--- config.mk ---
export PLATFORM = sky130hd
export DESIGN_NAME = cl_pcim_wr_master
export DESIGN_NICKNAME = d
export VERILOG_FILES = /design/src/rtl/cl_pcim_pkg.sv /design/src/rtl/cl_pcim_burst_calc.sv /design/src/rtl/cl_pcim_wr_master.sv
export SDC_FILE = /design/constraint.sdc
export NUM_CORES = 1
export LEC_CHECK = 0
export BUFFER_PORTS_ARGS = -buffer_cell sky130_fd_sc_hd__buf_2
export CORE_AREA = 2 2 511 513
export CTS_CLUSTER_DIAMETER = 200
export DETAILED_ROUTE_END_ITERATION = 10
export DIE_AREA = 0 0 513 515
export GPL_ROUTABILITY_DRIVEN = 0
export HOLD_SLACK_MARGIN = 0.12
export RECOVER_POWER = 100
export SLEW_MARGIN = 10
export SYNTH_ARGS = -nofsm -noshare
export SYNTH_HDL_FRONTEND = slang
export SYNTH_HIERARCHICAL = 1
export SYNTH_SLANG_ARGS = --single-unit
--- constraint.sdc ---
create_clock -name clk -period 10.85 [get_ports clk]
set_clock_uncertainty 0.2 [all_clocks]
set_input_delay 1.6275 -clock clk [delete_from_list [all_inputs] [get_ports clk]]
set_output_delay 1.6275 -clock clk [all_outputs]
set_load 0.01 [all_outputs]
--- src/rtl/cl_pcim_pkg.sv ---
// Shared constants, state encodings and helpers for the PCIM AXI4 write initiator.
package cl_pcim_pkg;

  typedef logic [1:0] state_t;

  localparam state_t IDLE  = 2'd0;
  localparam state_t ADDR  = 2'd1;
  localparam state_t DATA  = 2'd2;
  localparam state_t DRAIN = 2'd3;

  localparam logic [2:0] AXI_SIZE_64B = 3'b110;
  localparam logic [1:0] RESP_OKAY    = 2'b00;
  localparam int         BOUNDARY_4K  = 4096;
  localparam int         BEAT_BYTES   = 64;

  // Whole 64-byte beats left before the next 4 KB page starts (1..64).
  function automatic logic [6:0] beats_to_4k(input logic [11:0] pageOffs);
    return 7'((BOUNDARY_4K - int'(pageOffs)) / BEAT_BYTES);
  endfunction

endpackage

--- src/rtl/cl_pcim_burst_calc.sv ---
// Burst length for the next AW: min of remaining beats, MAX_BURST and the room left in the 4 KB page.
module cl_pcim_burst_calc
  import cl_pcim_pkg::*;
#(
  parameter int MAX_BURST = 16
) (
  input  logic [11:0] pageOffs_i,
  input  logic [31:0] remaining_i,
  output logic [8:0]  len_o
);

  logic [31:0] toBoundary;
  logic [31:0] lim;

  always_comb begin
    toBoundary = {25'd0, beats_to_4k(pageOffs_i)};
    lim        = 32'(MAX_BURST);
    if (toBoundary < lim) lim = toBoundary;
    if (remaining_i < lim) lim = remaining_i;
    len_o = 9'(lim);
  end

endmodule

--- src/rtl/cl_pcim_wr_master.sv ---
// AXI4 write initiator: drains a 512-bit stream into host memory as 4 KB-safe incrementing bursts
// and reports completion / sticky error once every B response has come back.
module cl_pcim_wr_master
  import cl_pcim_pkg::*;
#(
  parameter int DATA_W    = 512,
  parameter int ADDR_W    = 64,
  parameter int ID_W      = 16,
  parameter int AXI_ID    = 0,
  parameter int MAX_BURST = 16,
  parameter int MAX_OUTST = 4
) (
  input  logic                clk,
  input  logic                srst,
  input  logic                cfg_start,
  input  logic [ADDR_W-1:0]   cfg_base_addr,
  input  logic [31:0]         cfg_num_beats,
  output logic                busy,
  output logic                done,
  output logic                err,
  input  logic [DATA_W-1:0]   s_tdata,
  input  logic                s_tvalid,
  output logic                s_tready,
  output logic [ID_W-1:0]     awid,
  output logic [ADDR_W-1:0]   awaddr,
  output logic [7:0]          awlen,
  output logic [2:0]          awsize,
  output logic                awvalid,
  input  logic                awready,
  output logic [DATA_W-1:0]   wdata,
  output logic [DATA_W/8-1:0] wstrb,
  output logic                wlast,
  output logic                wvalid,
  input  logic                wready,
  input  logic [ID_W-1:0]     bid,
  input  logic [1:0]          bresp,
  input  logic                bvalid,
  output logic                bready
);

  localparam int OUT_W = $clog2(MAX_OUTST + 1);

  state_t            state_q, state_d;
  logic [ADDR_W-1:0] addr_q, addr_d;
  logic [31:0]       remaining_q, remaining_d;
  logic [8:0]        len_q, len_d;
  logic [8:0]        beatCnt_q, beatCnt_d;
  logic [OUT_W-1:0]  outst_q, outst_d;
  logic              busy_q, busy_d;
  logic              done_q, done_d;
  logic              err_q, err_d;

  logic [8:0] burstLen;
  logic       awHs, wHs, bHs;
  logic       unused_ok;

  assign unused_ok = ^{bid, cfg_base_addr[5:0]};

  cl_pcim_burst_calc #(
    .MAX_BURST(MAX_BURST)
  ) u_burst_calc (
    .pageOffs_i (addr_q[11:0]),
    .remaining_i(remaining_q),
    .len_o      (burstLen)
  );

  assign awid    = ID_W'(AXI_ID);
  assign awaddr  = addr_q;
  assign awlen   = 8'(burstLen - 9'd1);
  assign awsize  = AXI_SIZE_64B;
  assign awvalid = (state_q == ADDR) && (outst_q < OUT_W'(MAX_OUTST));

  // W is a zero-latency pass-through of the stream while a burst is open.
  assign wdata    = s_tdata;
  assign wstrb    = '1;
  assign wvalid   = (state_q == DATA) && s_tvalid;
  assign s_tready = (state_q == DATA) && wready;
  assign wlast    = (state_q == DATA) && (beatCnt_q == len_q - 9'd1);

  assign bready = busy_q;
  assign busy   = busy_q;
  assign done   = done_q;
  assign err    = err_q;

  assign awHs = awvalid && awready;
  assign wHs  = wvalid && wready;
  assign bHs  = bvalid && bready;

  always_comb begin
    state_d     = state_q;
    addr_d      = addr_q;
    remaining_d = remaining_q;
    len_d       = len_q;
    beatCnt_d   = beatCnt_q;
    busy_d      = busy_q;
    done_d      = 1'b0;
    err_d       = err_q;
    outst_d     = outst_q;

    case (state_q)
      IDLE: begin
        if (cfg_start) begin
          err_d = 1'b0;
          if (cfg_num_beats == 32'd0) begin
            done_d = 1'b1;
          end else begin
            addr_d      = {cfg_base_addr[ADDR_W-1:6], 6'b0};
            remaining_d = cfg_num_beats;
            busy_d      = 1'b1;
            state_d     = ADDR;
          end
        end
      end
      ADDR: begin
        if (awHs) begin
          addr_d      = addr_q + ADDR_W'({burstLen, 6'b0});
          remaining_d = remaining_q - 32'(burstLen);
          len_d       = burstLen;
          beatCnt_d   = 9'd0;
          state_d     = DATA;
        end
      end
      DATA: begin
        if (wHs) begin
          beatCnt_d = beatCnt_q + 9'd1;
          if (wlast) state_d = (remaining_q != 32'd0) ? ADDR : DRAIN;
        end
      end
      default: begin
        if (outst_q == '0) begin
          done_d  = 1'b1;
          busy_d  = 1'b0;
          state_d = IDLE;
        end
      end
    endcase

    if (awHs && !bHs) begin
      outst_d = outst_q + OUT_W'(1);
    end else if (bHs && !awHs && outst_q != '0) begin
      outst_d = outst_q - OUT_W'(1);
    end

    if (bHs && bresp != RESP_OKAY) err_d = 1'b1;
  end

  always_ff @(posedge clk) begin
    if (srst) begin
      state_q     <= IDLE;
      addr_q      <= '0;
      remaining_q <= '0;
      len_q       <= '0;
      beatCnt_q   <= '0;
      outst_q     <= '0;
      busy_q      <= 1'b0;
      done_q      <= 1'b0;
      err_q       <= 1'b0;
    end else begin
      state_q     <= state_d;
      addr_q      <= addr_d;
      remaining_q <= remaining_d;
      len_q       <= len_d;
      beatCnt_q   <= beatCnt_d;
      outst_q     <= outst_d;
      busy_q      <= busy_d;
      done_q      <= done_d;
      err_q       <= err_d;
    end
  end

endmodule

==> summary.txt <==
Outcome
  – Outcome: finished, violations left
  – Violations in the final reports: capacitance limit, slew limit

Worst setup path
  – Buffers plus inverters on the worst setup path: 0
  – Data arrival time at the worst-slack endpoint: 7.45 ns
  – Crit Path Category: reg -> reg
  – Critical-path top delay cell: o2111ai_1
  – Kind of end point of the critical path: register
  – Family with the most delay on the worst path: compound AO/OA/AOI/OAI gates
  – Longest individual stage delay on the worst path: 1.31 ns
  – Required time of the worst setup path: 10.91 ns
  – Critical Path Source Type: register
  – Sequence of cells on the critical path: or3_1 -> or3_1 -> o31a_1 -> ha_1 -> nand2_1 -> nor3_1 -> o2111ai_1 -> o21ai_0 -> mux2_1 -> ha_1 -> fa_1 -> a211oi_1 -> o21bai_1 -> o311a_1 -> o2111ai_1 -> o21ai_0 -> a21oi_1 -> nor4_1
  – Maximum fanout count along the critical path: 8

Worst hold path
  – Type of the tightest min-delay check: reg -> reg

CTS
  – Clock latency reported for the late side of the worst-skew pair: 0.47 ns
  – TritonCTS clock tree: done
  – Post-cts resize count: 0
  – CTS clock-pin slew for the worst setup and hold paths: roughly 0.080 ns
  – Buffer type at the clock tree root: clkbuf_16
  – Number of buffers added for setup after CTS: 0
  – CTS Buffer Depth: 2
  – Number of levels the H-tree was split into: 4
  – Sinks on the clock net: between 100 and 150
  – Number of buffers created by CTS: 17
  – Hold buffer count at CTS: 0

Logic synthesis
  – Post-Synthesis Mean Instance Area: 7.544 um^2
  – Most used flip-flop cell after synthesis: dfxtp_1
  – Synthesized flop and latch total: roughly 120
  – Share of async-settable or async-resettable flops after synthesis: 0%
  – Warnings, synthesis: 6
  – Post-Synth Adder-Cell Area: roughly 3.4%
  – Gate Count Post-Synth: between 1,500 and 2,000
  – Number of different library cells in the post-synthesis netlist: 87
  – Mux cell area share after synthesis: 2.340%
  – Cell area after synthesis: between 10,000 and 15,000 um^2
  – Combinational family with the most area after synthesis: buffers and inverters
  – Register area share after synthesis: between 10% and 20%
  – Synthesized-area fraction occupied by ao, oa, aoi and oai cells: between 10% and 20%
  – Number of synthesized flops with an enable pin: 0
  – Simple-gate share of the synthesized area: a little under a fifth
  – Synthesized-area fraction occupied by xor and xnor cells: ~2.5%

Route
  – Number of search-and-repair iterations in the first detailed-routing pass: 5
  – Number of remaining DRC errors: 0
  – Iteration-0 DRC Markers: 751
  – Average vias per placed instance: around 2.3
  – WL final: roughly 170,000 um
  – Number of nets still failing antenna checks after routing: 0
  – Via count: roughly 11,000
  – Drt wl/cell: 36.28 um

Floorplanning
  – Die area: roughly 260,000 um^2
  – Effective utilization at floorplan: 5.025%
  – Core Box Area: about 260,000 um^2
  – Die span in y: 515 um
  – Placement row count: between 150 and 200
  – Number of top-level design ports: around 1,300
  – Die extent in x: slightly above 500 um

GRT
  – Number of antenna violations at the first check in global routing: 55
  – Overall track demand over capacity in global routing: approximately 13%
  – Total congestion overflow after global routing: 0
  – Wire length of the first global-routing pass: 196,800 um
  – Maximum number of pins on one net before global-route repair: 85
  – Via count of the first global-routing pass: 10,150

Placed design
  – Pre-CTS setup slack: 4.504 ns
  – Count of port buffers added during placement: 172
  – DP Wirelength: approximately 160,000 um
  – Dpl cells: about 4,800
  – Instance area after placement: roughly 14,000 um^2

Power
  – Clock share of power: between 15 and 20%
  – Overall Power: 3.123 mW
  – Proportion of total power due to net switching: a little over half
  – Max VDD drop: around 0.11 mV
  – Fraction of power consumed by combinational cells: 53.4%
  – Proportion of power drawn by flip-flops and latches: around a quarter
  – Int Power: roughly 1.4 mW
  – Net switching power figure: about 1.7 mW
  – Power Dens Cells: around 220 nW/um^2
  – Leakage power figure: between 3 and 4 nW

Layout
  – Area added between synthesis and finish: 9.881%
  – # fillers: about 30,000
  – Final cell area excluding filler cells: between 10,000 and 15,000 um^2
  – Layout cells sized above 1: between 10% and 20%
  – Most frequent cells in the layout: dfxtp_1, nand2_1, buf_2
  – Post-layout instance count excluding filler cells: about 4,800
  – Storage cell area: roughly 2300 um^2
  – Net total in the final layout: just over 2,000
  – Fraction of the core area covered by cells at the end of the flow: under 10%
  – Area taken by multi-input logic gates: 6007 um^2
  – Most frequent standard cell in the layout excluding fill and tap cells: dfxtp_1

STA
  – Slew headroom: -56.78%
  – Time the worst path needs with I/O delays and setup: 7.383 ns
  – Final count of negative-setup-slack endpoints: 0
  – Share of the clock period used by the worst path: about two thirds
  – Maximum frequency from static timing analysis: 0.1355 GHz
  – Number of failing hold endpoints at the final stage: 0
  – Worst hold slack across all endpoints: 0.2619 ns
  – Unrepaired setup endpoints after global routing: false
  – Post-route worst setup slack: ~3.5 ns
  – Post-route setup TNS: 0 ns
  – Count of final max-slew check failures: 169
  – Slew at the pin closest to its max-slew limit: 2.352 ns

Run
  – Max-cap viol count: 6
worst paths after layout:
kind                     startpoint                      end  slack (ns)  cells after the start
min                err$_SDFFE_PP0P_         err$_SDFFE_PP0P_        0.26                      2
min reg2reg        err$_SDFFE_PP0P_         err$_SDFFE_PP0P_        0.26                      2
max reg2reg  awaddr[6]$_SDFFE_PP0P_  awaddr[48]$_SDFFE_PP0P_        3.47                     18
max          awaddr[6]$_SDFFE_PP0P_  awaddr[48]$_SDFFE_PP0P_        3.47                     18
power groups by stage:
| stage | Clock (mW) | Sequential (mW) | Combinational, mW |
|---|---|---|---|
| 2_1_floorplan | 0 | 0.800 | 1.26 |
| 3_3_place_gp | 0 | 0.836 | 1.72 |
| 3_5_place_dp | 0 | 0.837 | 1.73 |
| 4_1_cts | 0.643 | 0.828 | 1.73 |
| 5_1_grt | 0.652 | 0.857 | 1.83 |
| 6_report | 0.621 | 0.834 | 1.67 |
sequential cells by signal, indices dropped and copies added (netlist names):
signal       count
remaining_q     32
awaddr          58
state_q          2
outst_q          3
len_q            9
beatCnt_q        9
err              1
done             1
bready           1
cells by family (layout without fill, tap and decap cells):
logic type	Yosys count	count (layout)
simple gates	451	451
mux	29	29
other cells	4	115
buf+inv	711	273
fa+ha+maj	33	33
xor+xnor	37	37
flops	116	116
compound gates	341	341
worst register-to-register path, cell delays in order (launching register included):
cell,delay (ns)
dfxtp_1,0.38
or3_1,0.42
or3_1,0.37
o31a_1,0.30
ha_1,0.29
nand2_1,0.05
nor3_1,0.25
o2111ai_1,0.15
o21ai_0,0.81
mux2_1,0.51
ha_1,0.26
fa_1,0.43
a211oi_1,0.30
o21bai_1,0.18
o311a_1,0.49
o2111ai_1,1.31
o21ai_0,0.19
a21oi_1,0.21
nor4_1,0.08
routing by layer:
| metal | track usage, % | part of all wire, % | vias to the layer above |
|---|---|---|---|
| met4 | 7.963 | 8.0 | 14 |
| met5 | 0.5114 | 0.14 | - |
| met1 | 3.414 | 9.7 | 4796 |
| li1 | - | - | 4626 |
| met3 | 22.16 | 38 | 479 |
| met2 | 20.43 | 44 | 1160 |
Yosys cell counts (5+ instances only):
cell / n / area share, %
o31a_1: 6 / 0.40
dfxtp_1: 116 / 18
nor4_1: 38 / 1.8
a211oi_1: 25 / 1.4
xor2_1: 15 / 1.0
or3_1: 15 / 0.72
nand3_1: 48 / 1.8
buf_4: 607 / 35
and3_1: 12 / 0.58
o21bai_1: 5 / 0.29
o2111ai_1: 5 / 0.34
o32ai_1: 11 / 0.74
nor2_1: 82 / 2.4
buf_2: 6 / 0.23
nand2_1: 106 / 3.1
o31ai_1: 14 / 0.81
and2_1: 10 / 0.48
nor3_1: 45 / 1.7
ha_1: 30 / 2.9
and4_1: 9 / 0.61
o22ai_1: 10 / 0.48
a21o_1: 9 / 0.52
clkbuf_1: 44 / 1.3
inv_1: 43 / 1.2
nand4_1: 22 / 1.1
or4_1: 6 / 0.35
a31oi_1: 15 / 0.72
mux2i_1: 21 / 1.6
mux2_2: 7 / 0.61
nor4b_1: 6 / 0.40
o21a_1: 15 / 0.87
a21oi_1: 99 / 3.8
o211ai_1: 11 / 0.64
nor2b_1: 20 / 0.96
o21ai_0: 66 / 2.5
xnor2_1: 22 / 1.5
final cells by class:
class / count / share of cell area (%)
antenna: 14 / 0.2454
clock buffer: 17 / 2.980
clock inverter: 15 / 1.122
inverter: 44 / 1.166
multi-input combinational: 992 / 42.08
sequential: 116 / 16.27
tap: 3402 / 29.82
timing repair buffer: 197 / 6.320
Power figures use the tool's default switching activity.
